### src/rtl/stopwatch_pkg.sv
// Shared types and constants for the BCD stopwatch: digit type, control states, digit limits.
package stopwatch_pkg;

    localparam int unsigned DIGIT_W = 4;
    localparam int unsigned LIM_9   = 9;
    localparam int unsigned LIM_5   = 5;

    typedef logic [DIGIT_W-1:0] bcd_t;

    typedef enum logic [1:0] {
        IDLE  = 2'd0,
        RUN   = 2'd1,
        PAUSE = 2'd2
    } state_t;

    // Five fixed digits (s tens, s ones, ms x3) plus the minute digits
    function automatic int unsigned time_width(input int unsigned min_digits);
        return DIGIT_W * min_digits + 5 * DIGIT_W;
    endfunction

endpackage

### src/rtl/bcd_digit_cnt.sv
// One BCD digit counting 0..LIMIT; carry fires when an increment wraps the digit.
module bcd_digit_cnt
    import stopwatch_pkg::*;
#(
    parameter int unsigned LIMIT = LIM_9
) (
    input  logic i_clk,
    input  logic i_rst_n,
    input  logic i_inc,
    input  logic i_clr,
    output bcd_t o_digit,
    output logic o_carry_c
);

    bcd_t r_digit;
    logic w_at_lim;

    assign w_at_lim = (r_digit == DIGIT_W'(LIMIT));

    always_ff @(posedge i_clk) begin
        if (!i_rst_n || i_clr) begin
            r_digit <= '0;
        end else if (i_inc) begin
            r_digit <= w_at_lim ? '0 : r_digit + DIGIT_W'(1);
        end
    end

    assign o_digit   = r_digit;
    assign o_carry_c = i_inc && w_at_lim;

endmodule

### src/rtl/stopwatch_bcd_ctrl.sv
// Start/stop/clear stopwatch counting natively in BCD (min:s.ms) with sticky overflow.
// Lap capture is built only when STOPWATCH_LAP_EN is defined.
module stopwatch_bcd_ctrl
    import stopwatch_pkg::*;
#(
    parameter int unsigned CLK_DIV    = 1000,
    parameter int unsigned MIN_DIGITS = 2
) (
    input  logic                                i_clk,
    input  logic                                i_rst_n,
    input  logic                                i_start,
    input  logic                                i_stop,
    input  logic                                i_clear,
    input  logic                                i_lap,
    output logic [time_width(MIN_DIGITS)-1:0]   o_bcd_time,
    output logic                                o_running,
    output logic                                o_overflow,
    output logic [time_width(MIN_DIGITS)-1:0]   o_lap_bcd,
    output logic                                o_lap_valid
);

    localparam int unsigned TW      = time_width(MIN_DIGITS);
    localparam int unsigned ND      = 5 + MIN_DIGITS;
    localparam int unsigned PRESC_W = 16;

    state_t               r_state;
    state_t               w_state_nxt;
    logic                 r_running;
    logic                 r_overflow;
    logic [PRESC_W-1:0]   r_presc;
    logic                 w_tick;
    logic                 w_top_carry;
    logic [TW-1:0]        w_time;

    always_ff @(posedge i_clk) begin
        if (!i_rst_n) begin
            r_state   <= IDLE;
            r_running <= 1'b0;
        end else begin
            r_state   <= w_state_nxt;
            r_running <= (w_state_nxt == RUN);
        end
    end

    // Priority: clear > stop > start
    always_comb begin
        w_state_nxt = r_state;
        if (i_clear) begin
            w_state_nxt = IDLE;
        end else begin
            case (r_state)
                IDLE:    if (i_start) w_state_nxt = RUN;
                RUN:     if (i_stop)  w_state_nxt = PAUSE;
                PAUSE:   if (i_start) w_state_nxt = RUN;
                default: w_state_nxt = IDLE;
            endcase
        end
    end

    assign w_tick = (r_state == RUN) && (r_presc == PRESC_W'(CLK_DIV - 1));

    // Prescaler holds in PAUSE so the fractional millisecond survives a pause
    always_ff @(posedge i_clk) begin
        if (!i_rst_n || i_clear) begin
            r_presc <= '0;
        end else if (r_state == RUN) begin
            r_presc <= w_tick ? '0 : r_presc + PRESC_W'(1);
        end
    end

    // Digit 0 is ms ones; digit 4 (s tens) is the only one wrapping at 5
    for (genvar i = 0; i < ND; i++) begin : g_dig
        logic w_inc;
        logic w_carry;
        if (i == 0) begin : g_lsd
            assign w_inc = w_tick;
        end else begin : g_up
            assign w_inc = g_dig[i-1].w_carry;
        end
        bcd_digit_cnt #(
            .LIMIT ((i == 4) ? LIM_5 : LIM_9)
        ) u_cnt (
            .i_clk     (i_clk),
            .i_rst_n   (i_rst_n),
            .i_inc     (w_inc),
            .i_clr     (i_clear),
            .o_digit   (w_time[DIGIT_W*i +: DIGIT_W]),
            .o_carry_c (w_carry)
        );
    end

    assign w_top_carry = g_dig[ND-1].w_carry;

    always_ff @(posedge i_clk) begin
        if (!i_rst_n || i_clear) begin
            r_overflow <= 1'b0;
        end else if (w_top_carry) begin
            r_overflow <= 1'b1;
        end
    end

    assign o_bcd_time = w_time;
    assign o_running  = r_running;
    assign o_overflow = r_overflow;

`ifdef STOPWATCH_LAP_EN
    logic [TW-1:0] r_lap_bcd;
    logic          r_lap_valid;

    // Captures the digit registers before any coincident tick lands
    always_ff @(posedge i_clk) begin
        if (!i_rst_n || i_clear) begin
            r_lap_bcd   <= '0;
            r_lap_valid <= 1'b0;
        end else begin
            r_lap_valid <= 1'b0;
            if (i_lap && (r_state != IDLE)) begin
                r_lap_bcd   <= w_time;
                r_lap_valid <= 1'b1;
            end
        end
    end

    assign o_lap_bcd   = r_lap_bcd;
    assign o_lap_valid = r_lap_valid;
`else
    logic w_unused_lap;
    assign w_unused_lap = i_lap;
    assign o_lap_bcd    = '0;
    assign o_lap_valid  = 1'b0;
`endif

endmodule

### config.mk
export PLATFORM = sky130hd
export DESIGN_NAME = stopwatch_bcd_ctrl
export DESIGN_NICKNAME = d
export VERILOG_FILES = /design/src/rtl/stopwatch_pkg.sv /design/src/rtl/bcd_digit_cnt.sv /design/src/rtl/stopwatch_bcd_ctrl.sv
export SDC_FILE = /design/constraint.sdc
export NUM_CORES = 1
export LEC_CHECK = 0
export CORE_ASPECT_RATIO = 1.5
export CORE_MARGIN = 3
export CORE_UTILIZATION = 35
export CTS_CLUSTER_DIAMETER = 80
export DETAILED_ROUTE_END_ITERATION = 16
export GPL_TIMING_DRIVEN = 0
export HOLD_SLACK_MARGIN = 0.08
export PLACE_DENSITY_LB_ADDON = 0.3
export SKIP_LAST_GASP = 1
export SYNTH_ARGS = -nofsm -noshare
export SYNTH_HDL_FRONTEND = slang
export SYNTH_SLANG_ARGS = --single-unit
### constraint.sdc
create_clock -name i_clk -period 1.75 [get_ports i_clk]
set_clock_uncertainty 0.05 [all_clocks]
set_input_delay 0.4375 -clock i_clk [delete_from_list [all_inputs] [get_ports i_clk]]
set_output_delay 0.4375 -clock i_clk [all_outputs]
set_load 0.01 [all_outputs]
# After elaboration in Yosys (flattened, before gate mapping)
# Index checks and enable logic that the tools add are counted.
# Widths: inputs -> output; s select.
# totals
register_bits	48
latch_bits	0
mem_bits_rw	0
rom_bits	0
out_inout_bits	59
memories	0
# op_classes
addsub	8
mul	0
n_div	0
order_cmp	0
n_eq_ne	11
shift	0
mux	12
bitwise	0
n_reduce_logical	12
# op_table
operator	count
$add 4x1->4 const B	7
$mux 4	7
$eq 4x4->1 const B	6
$add 16x1->16 const B	1
$eq 16x10->1 const B	1
$mux 16	1
$logic_and 1x1->1	8
$mux 2	3
$eq 2x1->1 const B	2
$eq 4x3->1 const B	1
$pmux 2 s2	1
$eq 2x2->1 const B	1
$logic_not 2->1	1
$reduce_or 2->1	1
$logic_not 1->1	1
$logic_or 1x1->1	1

# Logic depth before layout (Yosys ltp)
# Gate-level depths: netlist (run 1).
# depth
ltp_word	9
depth_mapped	9
mapped_depth_nobuf	6

# By module
# A second synthesis (run 1) with hierarchy kept.
# unflattened
hier_cells	291
hier_area_um2	2512.4
# by_module_without_submodules
mod	n_inst	cells_per_inst	area_each_um2	seq_area_each_um2
stopwatch_bcd_ctrl	1	139	1166.1	400.4
bcd_digit_cnt at g_dig[0].u_cnt ...	6	22	193.9	80.1
bcd_digit_cnt at g_dig[4].u_cnt	1	20	182.7	80.1

# Worst setup path after synthesis (run 1)
# OpenSTA, ideal clock, no wires.
# synth_timing
kind	reg-to-reg
startpoint	register r_presc[0]
endpoint	register g_dig[5].u_cnt.r_digit[0]
arrival_time_ps	1791
t_required_ps	1630
path_slack_ps	-162
path_stages_with_launch	9
synth_period_minus_slack_ps	1912
cell_sequence	dfxtp_1 -> ha_1 -> and4b_1 -> buf_2 -> and3_1 -> buf_4 -> nand4_4 -> or4b_1 -> a21oi_1
# synth_via
elab_chain_len	7
# synth_rtl
element	line	rtl
start: declaration	stopwatch_bcd_ctrl.sv:30	logic [PRESC_W-1:0] r_presc;
start signal: assignment	stopwatch_bcd_ctrl.sv:67	r_presc <= w_tick ? '0 : r_presc + PRESC_W'(1);
$eq 16x10->1	stopwatch_bcd_ctrl.sv:60	assign w_tick = (r_state == RUN) && (r_presc == PRESC_W'(CLK_DIV - 1));
$logic_and 1x1->1	stopwatch_bcd_ctrl.sv:60	
$logic_and 1x1->1 (5 in series)	bcd_digit_cnt.sv:29	assign o_carry_c = i_inc && w_at_lim;
end signal: assignment	bcd_digit_cnt.sv:24	r_digit <= w_at_lim ? '0 : r_digit + DIGIT_W'(1);
end: declaration	bcd_digit_cnt.sv:15	bcd_t r_digit;
# No other way between the ends.
# A chain may end at the register's enable or synchronous reset.

# Final worst setup path (run 1)
# layout_timing
startpoint	register g_dig[0].u_cnt.r_digit[1]
endpoint	register g_dig[5].u_cnt.r_digit[2]
# layout_via
elab_chain_len	6
# layout_rtl
element	line	rtl
start: declaration	bcd_digit_cnt.sv:15	
start signal: assignment	bcd_digit_cnt.sv:24	
$eq 4x4->1	bcd_digit_cnt.sv:18	assign w_at_lim = (r_digit == DIGIT_W'(LIMIT));
$logic_and 1x1->1 (5 in series)	bcd_digit_cnt.sv:29	
# No other way between the ends.

==> flow_results.org, run 1 <==
** Synthesis
- Cell types with the largest area share after synthesis :: sky130_fd_sc_hd__dfxtp_1 38%, sky130_fd_sc_hd__buf_4 9.1%, sky130_fd_sc_hd__xor2_1 5.5%, sky130_fd_sc_hd__nor2_1 5.4%, sky130_fd_sc_hd__nand3_1 3.7%
- Synth Register Bits :: 48
- After synthesis, the share of flip-flops with an asynchronous set or reset is 0%.
- Summing the areas of all xor and xnor instances in the mapped netlist gives under 10% of the synthesized area.
- Yosys mapped the design onto 45 distinct sky130hd cell types.
- The mapped netlist covers 0.00256 mm^2.
- Proportion of netlist area held by the largest area contributor :: between 30 and 40%
- Sequential share of the synthesized area :: ~38%
- Adder-cell share of the synthesized area :: less than 1%
- Synthesis produced a netlist whose cell count is 306.
- Most used flip-flop cell after synthesis :: sky130_fd_sc_hd__dfxtp_1
- Yosys mapped a number of flops with a built-in enable equal to 0.
- Post-synthesis compound-gate area fraction :: between 8 and 9%
- During synthesis, Yosys emitted a total of 0 warnings.
- After synthesis, the share of cell area in mux cells is less than 1%.
- Mean area per synthesized cell :: between 8 and 9 um^2
- Of the total synthesized cell area, the portion taken by AND, OR, NAND and NOR gates is about a third.
- The largest total area in the synthesized netlist belongs to sky130_fd_sc_hd__dfxtp_1.
- By area, the combinational part of the netlist is dominated by simple AND/OR/NAND/NOR gates.

** Die
- The die is ~76 um wide.
- The die covers 0.00841 mm^2.
- Area inside the core boundary :: roughly 0.007 mm^2
- Total I/O pin count :: 65
- Chip height :: 111 um
- Row generation in the floorplan step produced 37 rows.
- For this configuration, the core starts out at a cell density of a little over a third.

** Timing
- Achievable Freq :: 518 MHz
- Worst Tran Pin Value :: 0.519 ns
- The final critical path takes up 110% of the cycle.
- Worst setup slack after layout :: -0.181 ns
- The worst path in the final design needs a cycle of slightly below 2 ns, including I/O delays and setup.
- Endpoints failing setup :: 13
- Rel. slew slack :: 65.4%
- Fin. Hold Viols :: 0
- Final number of max-transition violations :: 0
- Unrepaired setup endpoints after global routing :: yes

** Job
- The tool flagged a number of max-cap violations equal to 0.

** Layout
- Synth-to-Final Area Change :: 43.7%
- Summing all flip-flop and latch instances after layout gives ~0.001 mm^2.
- Most used cells in the layout excluding fill and tap cells :: 53 x sky130_fd_sc_hd__buf_4, 37 x sky130_fd_sc_hd__nor2_1, 29 x sky130_fd_sc_hd__conb_1
- Area taken by multi-input logic gates :: between 0.0015 and 0.002 mm^2
- Excluding fillers, the count of instances in the completed layout stands at 498.
- Share of layout cells above drive strength 1 :: a little under a third
- At the end of the flow, the number of nets in the layout was 408.
- The library cell used most frequently in the layout, excluding fill and tap cells, is sky130_fd_sc_hd__buf_4.
- Counting the fill cells in the layout gives about 660.
- Diodes inserted :: 0

** Setup path
- Crit-path max FO :: 8
- The critical path in this run is classified as reg -> reg.
- Critical path endpoint category :: register
- Counting cells, the worst reg-to-reg path comes to 5.
- Traced cell by cell, the critical path runs through nor4bb_4, and4_4, nand4_1, or3_1, a21oi_2.
- In this run the worst setup path begins at g_dig[0].u_cnt.o_digit[1]$_SDFFE_PP0N_.
- Largest stage delay on the critical path :: about 0.45 ns
- Crit Reg-Reg Startpoint :: g_dig[0].u_cnt.o_digit[1]$_SDFFE_PP0N_
- Data on the critical path is required at its endpoint by just under 2 ns.
- STA classifies the critical path startpoint as a register.
- Reg2reg setup slack :: -0.18 ns
- Worst path slowest cell :: sky130_fd_sc_hd__or3_1
- For the worst setup path, the data arrival time is about 2.1 ns.
- The endpoint identified for the worst register-to-register timing path is g_dig[5].u_cnt.o_digit[2]$_SDFFE_PP0N_.
- In this run the worst setup path terminates at g_dig[5].u_cnt.o_digit[2]$_SDFFE_PP0N_.

** CTS
- CTS clk-pin slew, worst paths :: approximately 0.080 ns
- Clock tree synthesis selected as its root buffer the cell sky130_fd_sc_hd__clkbuf_8.
- Clock tree from TritonCTS :: built
- CTS built an H-tree with a depth of 2.
- Counting along the longest clock path gives a buffer depth of 2.
- Clock insertion delay at the later pin of the skew report :: 0.30 ns
- Number of CTS-inserted buffers :: 5
- Clock sink count :: 48
- Hold-fix buffers, CTS :: 0

** Power and ir drop
- The analysis attributes to cell leakage a power of ~1.7 nW.
- Max rail drop VDD :: roughly 0.34 mV
- Overall power of the completed layout :: between 1.5 and 2 mW
- For this design the ratio of total power to cell area is 523 mW/mm^2.

** Run status
- Result of the run :: finished, violations left
- The final reports fail on negative setup slack.

** Detailed routing
- Via count normalized by instance count :: about 4.7
- Summed over all layers, the routed wires come to a little under 6000 um.
- Average wire per standard cell :: approximately 12 um
- ANT nets after route :: 0
- DR pass1 iterations :: 4
- Total via count after detailed routing :: 2325
- After the first detailed-routing iteration, the DRC count stood at between 100 and 150.
- After detailed routing, the number of remaining DRC violations is 0.

** Global route
- First-pass GRT wire length :: 9510 um
- The number of antenna violations at the first check in global routing came to 0.
- For this run the aggregate overflow at the end of global routing stands at 0.
- Largest net degree at the start of global routing :: 14
- The via count of the first global-routing pass is 2092.
- Global-route usage over all layers :: ~14%

** Min path
- Along the worst hold path, the cell count comes to 1.
- The tightest min-delay check is of the reg -> reg type.

** Place
- Worst slack, placed :: -0.382 ns
- Placed cell count :: 465
- Once detailed placement completed, the half-perimeter wirelength came to around 4100 um.
- At the end of routability-driven placement, the weighted congestion stood at 0.799.
- Port buffering added 34 buffers.
metal layers:
metal	GRT usage, %	wire, um
met2	24.6	3110
met5	0	0
met1	16.1	2470
met4	4.55	97
met3	3.45	246
state kept, by name, summed over array words and instances, names as in the netlist:
signal / flops
g_dig.u_cnt.o_digit: 28
o_overflow: 1
o_running: 1
r_presc: 16
r_state: 2
Yosys cell counts (2+ instances only):
library cell	number
sky130_fd_sc_hd__nand2_1	25
sky130_fd_sc_hd__xor2_1	16
sky130_fd_sc_hd__nor4_1	2
sky130_fd_sc_hd__and4bb_2	2
sky130_fd_sc_hd__nand2b_1	2
sky130_fd_sc_hd__o211ai_1	2
sky130_fd_sc_hd__nand4b_1	3
sky130_fd_sc_hd__and4b_1	2
sky130_fd_sc_hd__a211o_1	2
sky130_fd_sc_hd__and2_1	2
sky130_fd_sc_hd__nor4bb_1	3
sky130_fd_sc_hd__and3_1	7
sky130_fd_sc_hd__buf_2	3
sky130_fd_sc_hd__o21ai_0	9
sky130_fd_sc_hd__nor4_4	2
sky130_fd_sc_hd__nand3_1	19
sky130_fd_sc_hd__mux2i_1	2
sky130_fd_sc_hd__nor2_1	37
sky130_fd_sc_hd__clkbuf_1	5
sky130_fd_sc_hd__nor2b_1	10
sky130_fd_sc_hd__or4_1	2
sky130_fd_sc_hd__or3_1	9
sky130_fd_sc_hd__nor3b_1	3
sky130_fd_sc_hd__nand3b_1	2
sky130_fd_sc_hd__xnor2_1	8
sky130_fd_sc_hd__a21oi_1	18
sky130_fd_sc_hd__buf_4	31
sky130_fd_sc_hd__dfxtp_1	48
sky130_fd_sc_hd__nand4_1	8
sky130_fd_sc_hd__inv_1	7
through the flow:
step	cell area, um^2	TNS [ns]	hold WS, ns	utilization (%)
final	3680	-0.847	0.421	52.7
after detailed placement	3170	-10.58	0.412	45.4
after global placement	3170	-9.48	0.396	45.4
after global routing	3680	-2.88	0.465	52.7
after floorplan	2710	-0.621	0.392	-
after CTS	3410	-2.04	0.435	48.8
power breakdown:
part	switching, mW	internal (mW)
Combinational	0.0703	0.0650
Sequential	0.00238	1.08
Clock	0.354	0.352
cell type report:
cell class / instances / share of cell area [%]
Timing Repair Buffer: 62 / 16.2
Multi-Input combinational cell: 240 / 42.1
Tap cell: 97 / 3.29
Inverter: 7 / 0.713
Buffer: 37 / 7.61
Clock buffer: 7 / 2.62
Sequential cell: 48 / 27.5
how the worst min path moves through the flow:
stage,from,end,slack (ns)
finish,o_overflow$_SDFFE_PP0P_,o_overflow$_SDFFE_PP0P_,0.42
global route,g_dig[1].u_cnt.o_digit[1]$_SDFFE_PP0N_,g_dig[1].u_cnt.o_digit[3]$_SDFFE_PP0N_,0.46
CTS,o_overflow$_SDFFE_PP0P_,o_overflow$_SDFFE_PP0P_,0.44
detailed placement,r_presc[1]$_SDFFE_PP0N_,r_presc[1]$_SDFFE_PP0N_,0.41
global placement,r_presc[1]$_SDFFE_PP0N_,r_presc[1]$_SDFFE_PP0N_,0.40
floorplan,r_presc[1]$_SDFFE_PP0N_,r_presc[1]$_SDFFE_PP0N_,0.39
repair_timing:
action,in CTS,in global routing
resized for setup,46,41
setup endpoints to repair,58,59
gates cloned,1,1
buffers inserted,8,18
hold endpoints to repair,0,0
pin swaps,10,18
worst max-delay path, delay by kind of cell, from the launching register on:
| kind | cells | cell delay (ns) |
|---|---|---|
| DFF | 1 | 0.38 |
| and+or+nand+nor | 4 | 1.31 |
| AOI/OAI and AO/OA | 1 | 0.12 |
logic make-up (layout without fill, tap and decap cells):
family / after synthesis / after routing
AND/OR/NAND/NOR: 147 / 147
flip-flops: 48 / 48
buffers and inverters: 46 / 113
AO/OA/AOI/OAI: 37 / 37
XOR/XNOR: 24 / 24
multiplexers: 2 / 2
adder cells (fa/ha/maj): 1 / 1
other: 1 / 29
No activity file was read; power rests on OpenSTA's default activity.
==> run 2, diff against run 1 <==
--- a/config.mk
+++ b/config.mk
@@ -10,6 +10,7 @@
 export CORE_UTILIZATION = 35
 export CTS_CLUSTER_DIAMETER = 80
 export DETAILED_ROUTE_END_ITERATION = 16
+export DONT_BUFFER_PORTS = 1
 export GPL_TIMING_DRIVEN = 0
 export HOLD_SLACK_MARGIN = 0.08
 export PLACE_DENSITY_LB_ADDON = 0.3
==> flow_results.org, run 2 (same netlist as run 1, synthesis figures left out) <==
** Detailed routing
- In the routed design, unresolved DRC markers number 0.
- Overall routed net length :: 5770 um
- In the final routed layout, each cell accounts on average for ~13 um.
- Starting DRC count in detailed routing :: about 100
- Dividing the detail-routed via count by the number of cells gives between 4 and 5.
- The first TritonRoute pass finished after 4 iterations.
- Total via count after detailed routing :: 2182
- In this run the remaining antenna-violating nets after routing total 0.

** CTS
- Total number of H-tree levels :: 2
- Bufs on Longest Clock Path :: 2
- TritonCTS built the clock tree.
- Number of CTS-inserted buffers :: 5
- Clock-pin slew was measured on the worst setup and hold paths at roughly 0.090 ns.
- Clock insertion delay at the later pin of the skew report :: around 0.3 ns
- The clock net in this run drives a total of 48 sinks.
- Root buffer cell :: sky130_fd_sc_hd__clkbuf_8

** Min path
- The min-delay analysis places its worst path in the category in -> reg.
- Counting instances, the worst hold path has a depth of 2.

** Global route
- Global-route usage over all layers :: around 14%
- Entering global routing, the biggest net connects 14 pins.
- The number of antenna violations at the first check in global routing came to 0.
- Remaining global-route overflow :: 0
- The via count of the first global-routing pass came to 2067.
- The first global-routing pass estimated 9470 um of wire.

** Die
- Area inside the core boundary :: between 0.006 and 0.007 mm^2
- Total I/O pin count :: between 60 and 70
- Die W :: around 76 um
- Chip height :: around 110 um
- For this configuration, the core starts out at a cell density of roughly 37%.
- Number of placement rows :: 37
- Overall die area :: around 0.0084 mm^2

** Timing
- For the pin with the worst max-slew slack, the measured transition is around 0.66 ns.
- Fin. Hold Viols :: 0
- Setup repair after global routing could not meet its margin everywhere.
- Final number of max-transition violations :: 0
- Final Cycle Share :: 109%
- After layout, the worst setup slack is -0.165 ns.
- Static timing analysis puts the maximum clock frequency at 522 MHz.
- Rel. slew slack :: 56.3%
- Endpoints failing setup :: 34
- Time the final worst path needs with I/O delays and setup :: 1.92 ns

** Layout
- The library cell used most frequently in the layout, excluding fill and tap cells, is sky130_fd_sc_hd__buf_4.
- At the end of the flow the core is filled with cells to around 47%.
- Fill cell total of the finished layout :: about 700
- 0 antenna diodes ended up in the layout.
- In the layout the commonest cells are 40 x sky130_fd_sc_hd__buf_4, 38 x sky130_fd_sc_hd__dfxtp_1, 36 x sky130_fd_sc_hd__nor2_1.
- Cells with a size suffix above 1 make up roughly 30% of the layout.
- In the final design database the tool counted between 300 and 400 nets.
- Synth-to-Final Area Change :: 29.1%
- Number of flip-flops in the largest register :: 28

** Power and ir drop
- In this run switching power makes up between 20 and 25% of total power.
- Per report_power, the clock group accounts for a little over a third of the total.
- The share of total power dissipated in combinational logic is under 10%.
- Static power due to leakage :: 1.28 nW
- The internal power of the cells totals around 1.5 mW.
- Max rail drop VDD :: 0.372 mV
- Overall power of the completed layout :: about 1.9 mW
- In this run the power spent charging and discharging nets is 0.438 mW.
- Power per standard cell area :: between 500 and 600 mW/mm^2
- Part of the total power dissipated in sequential elements :: 57.1%

** Setup path
- Critical path depth :: 6
- The critical path is of the reg -> reg type.
- Largest delay share family, worst path :: simple AND/OR/NAND/NOR gates
- Arrival time reported for the critical path endpoint :: 2.11 ns
- Measured in cells, the most critical reg-to-reg path has a length of 6.
- Along the worst path, the maximum fanout reaches 7.
- STA classifies the critical path startpoint as a register.
- Data required time at the worst endpoint :: roughly 2.0 ns
- The number of buffers and inverters on the critical path is 1.
- The worst setup path is captured at a register.
- Cells traversed along the worst timing path :: nor4bb_4, and4_4, nand4_1, buf_6, or4_4, nand3_2
- Largest stage delay on the critical path :: around 0.41 ns
- The largest individual stage delay along the critical path comes from the cell sky130_fd_sc_hd__or4_4.

** Place
- Buffers added on ports :: 0
- HPWL Detailed :: roughly 4000 um
- The congestion estimate from routability-driven global placement came to about 0.78.

** Job
- Number of max-capacitance violations reported :: 0

** Run status
- The flow ran to the end, but the final reports show violations.
- The final reports fail on negative setup slack.
run 2: cell types whose count changed in the layout (fill, tap and decap cells not counted), sizes merged:
cell / change
buf: -4
dlygate4sd2: -9
dlymetal6s2s: -13
clkdlybuf4s50: -12
clkbuf: -1
run 2: layout make-up:
cell class | instances | area (um^2) | area share [%]
Sequential cell | 48 | 986 | 29.8
Clock buffer | 8 | 90.1 | 2.72
Tap cell | 97 | 121 | 3.67
Timing Repair Buffer | 21 | 209 | 6.32
Multi-Input combinational cell | 240 | 1590 | 48.0
Inverter | 7 | 26.3 | 0.795
Buffer | 38 | 287 | 8.66
run 2: per-layer routing:
layer  share of wire [%]  vias up  global-route usage, %
li1                    -     1110                      -
met3                 5.9        6                   3.81
met1                  40     1014                   15.7
met2                  53       52                   24.8
met4                 1.2        0                   4.32
met5                   0        -                      0
run 2: power by group through the flow:
stage	logic, mW	clock network [mW]	registers [mW]
after floorplan	0.101	0	1.12
after global placement	0.114	0	1.12
after detailed placement	0.114	0	1.12
after CTS	0.117	0.721	1.09
after global routing	0.147	0.753	1.09
final	0.132	0.688	1.09
run 2: path summary, 6_finish.rpt:
| path | startpoint | endpoint | slack [ns] |
|---|---|---|---|
| worst max register to register | g_dig[0].u_cnt.o_digit[2]$_SDFFE_PP0N_ | g_dig[5].u_cnt.o_digit[3]$_SDFFE_PP0N_ | -0.17 |
| worst min-delay path | i_start | r_state[0]$_SDFF_PN0_ | 0.27 |
| worst min register to register | r_presc[0]$_SDFFE_PP0N_ | r_presc[0]$_SDFFE_PP0N_ | 0.46 |
| worst max-delay path | g_dig[0].u_cnt.o_digit[2]$_SDFFE_PP0N_ | g_dig[5].u_cnt.o_digit[3]$_SDFFE_PP0N_ | -0.17 |
run 2: stage by stage:
| stage | area [um^2] | hold WS [ns] | setup TNS [ns] | cells | setup WS [ns] |
|---|---|---|---|---|---|
| after global routing | 3310 | 0.255 | -6.11 | 459 | -0.280 |
| after global placement | 2830 | 0.397 | -5.85 | 431 | -0.378 |
| after detailed placement | 2830 | 0.412 | -6.89 | 431 | -0.401 |
| after floorplan | 2710 | 0.392 | -0.621 | 334 | -0.154 |
| after CTS | 3140 | 0.256 | -2.28 | 453 | -0.153 |
| final | 3310 | 0.265 | -2.13 | 459 | -0.165 |
run 2: timing repair:
item | 4_1_cts | 5_1_grt
hold buffers | 0 | 0
setup buffers | 15 | 5
setup endpoints to repair | 37 | 39
pin swaps | 19 | 10
gates cloned | 0 | 1
resized for setup | 29 | 32
run 2: worst register-to-register path, stage by stage, from the launching register on:
cell and delay [ns]:
sky130_fd_sc_hd__dfxtp_4 0.39, sky130_fd_sc_hd__nor4bb_4 0.35, sky130_fd_sc_hd__and4_4 0.32, sky130_fd_sc_hd__nand4_1 0.12, sky130_fd_sc_hd__buf_6 0.15, sky130_fd_sc_hd__or4_4 0.41
sky130_fd_sc_hd__nand3_2 0.08
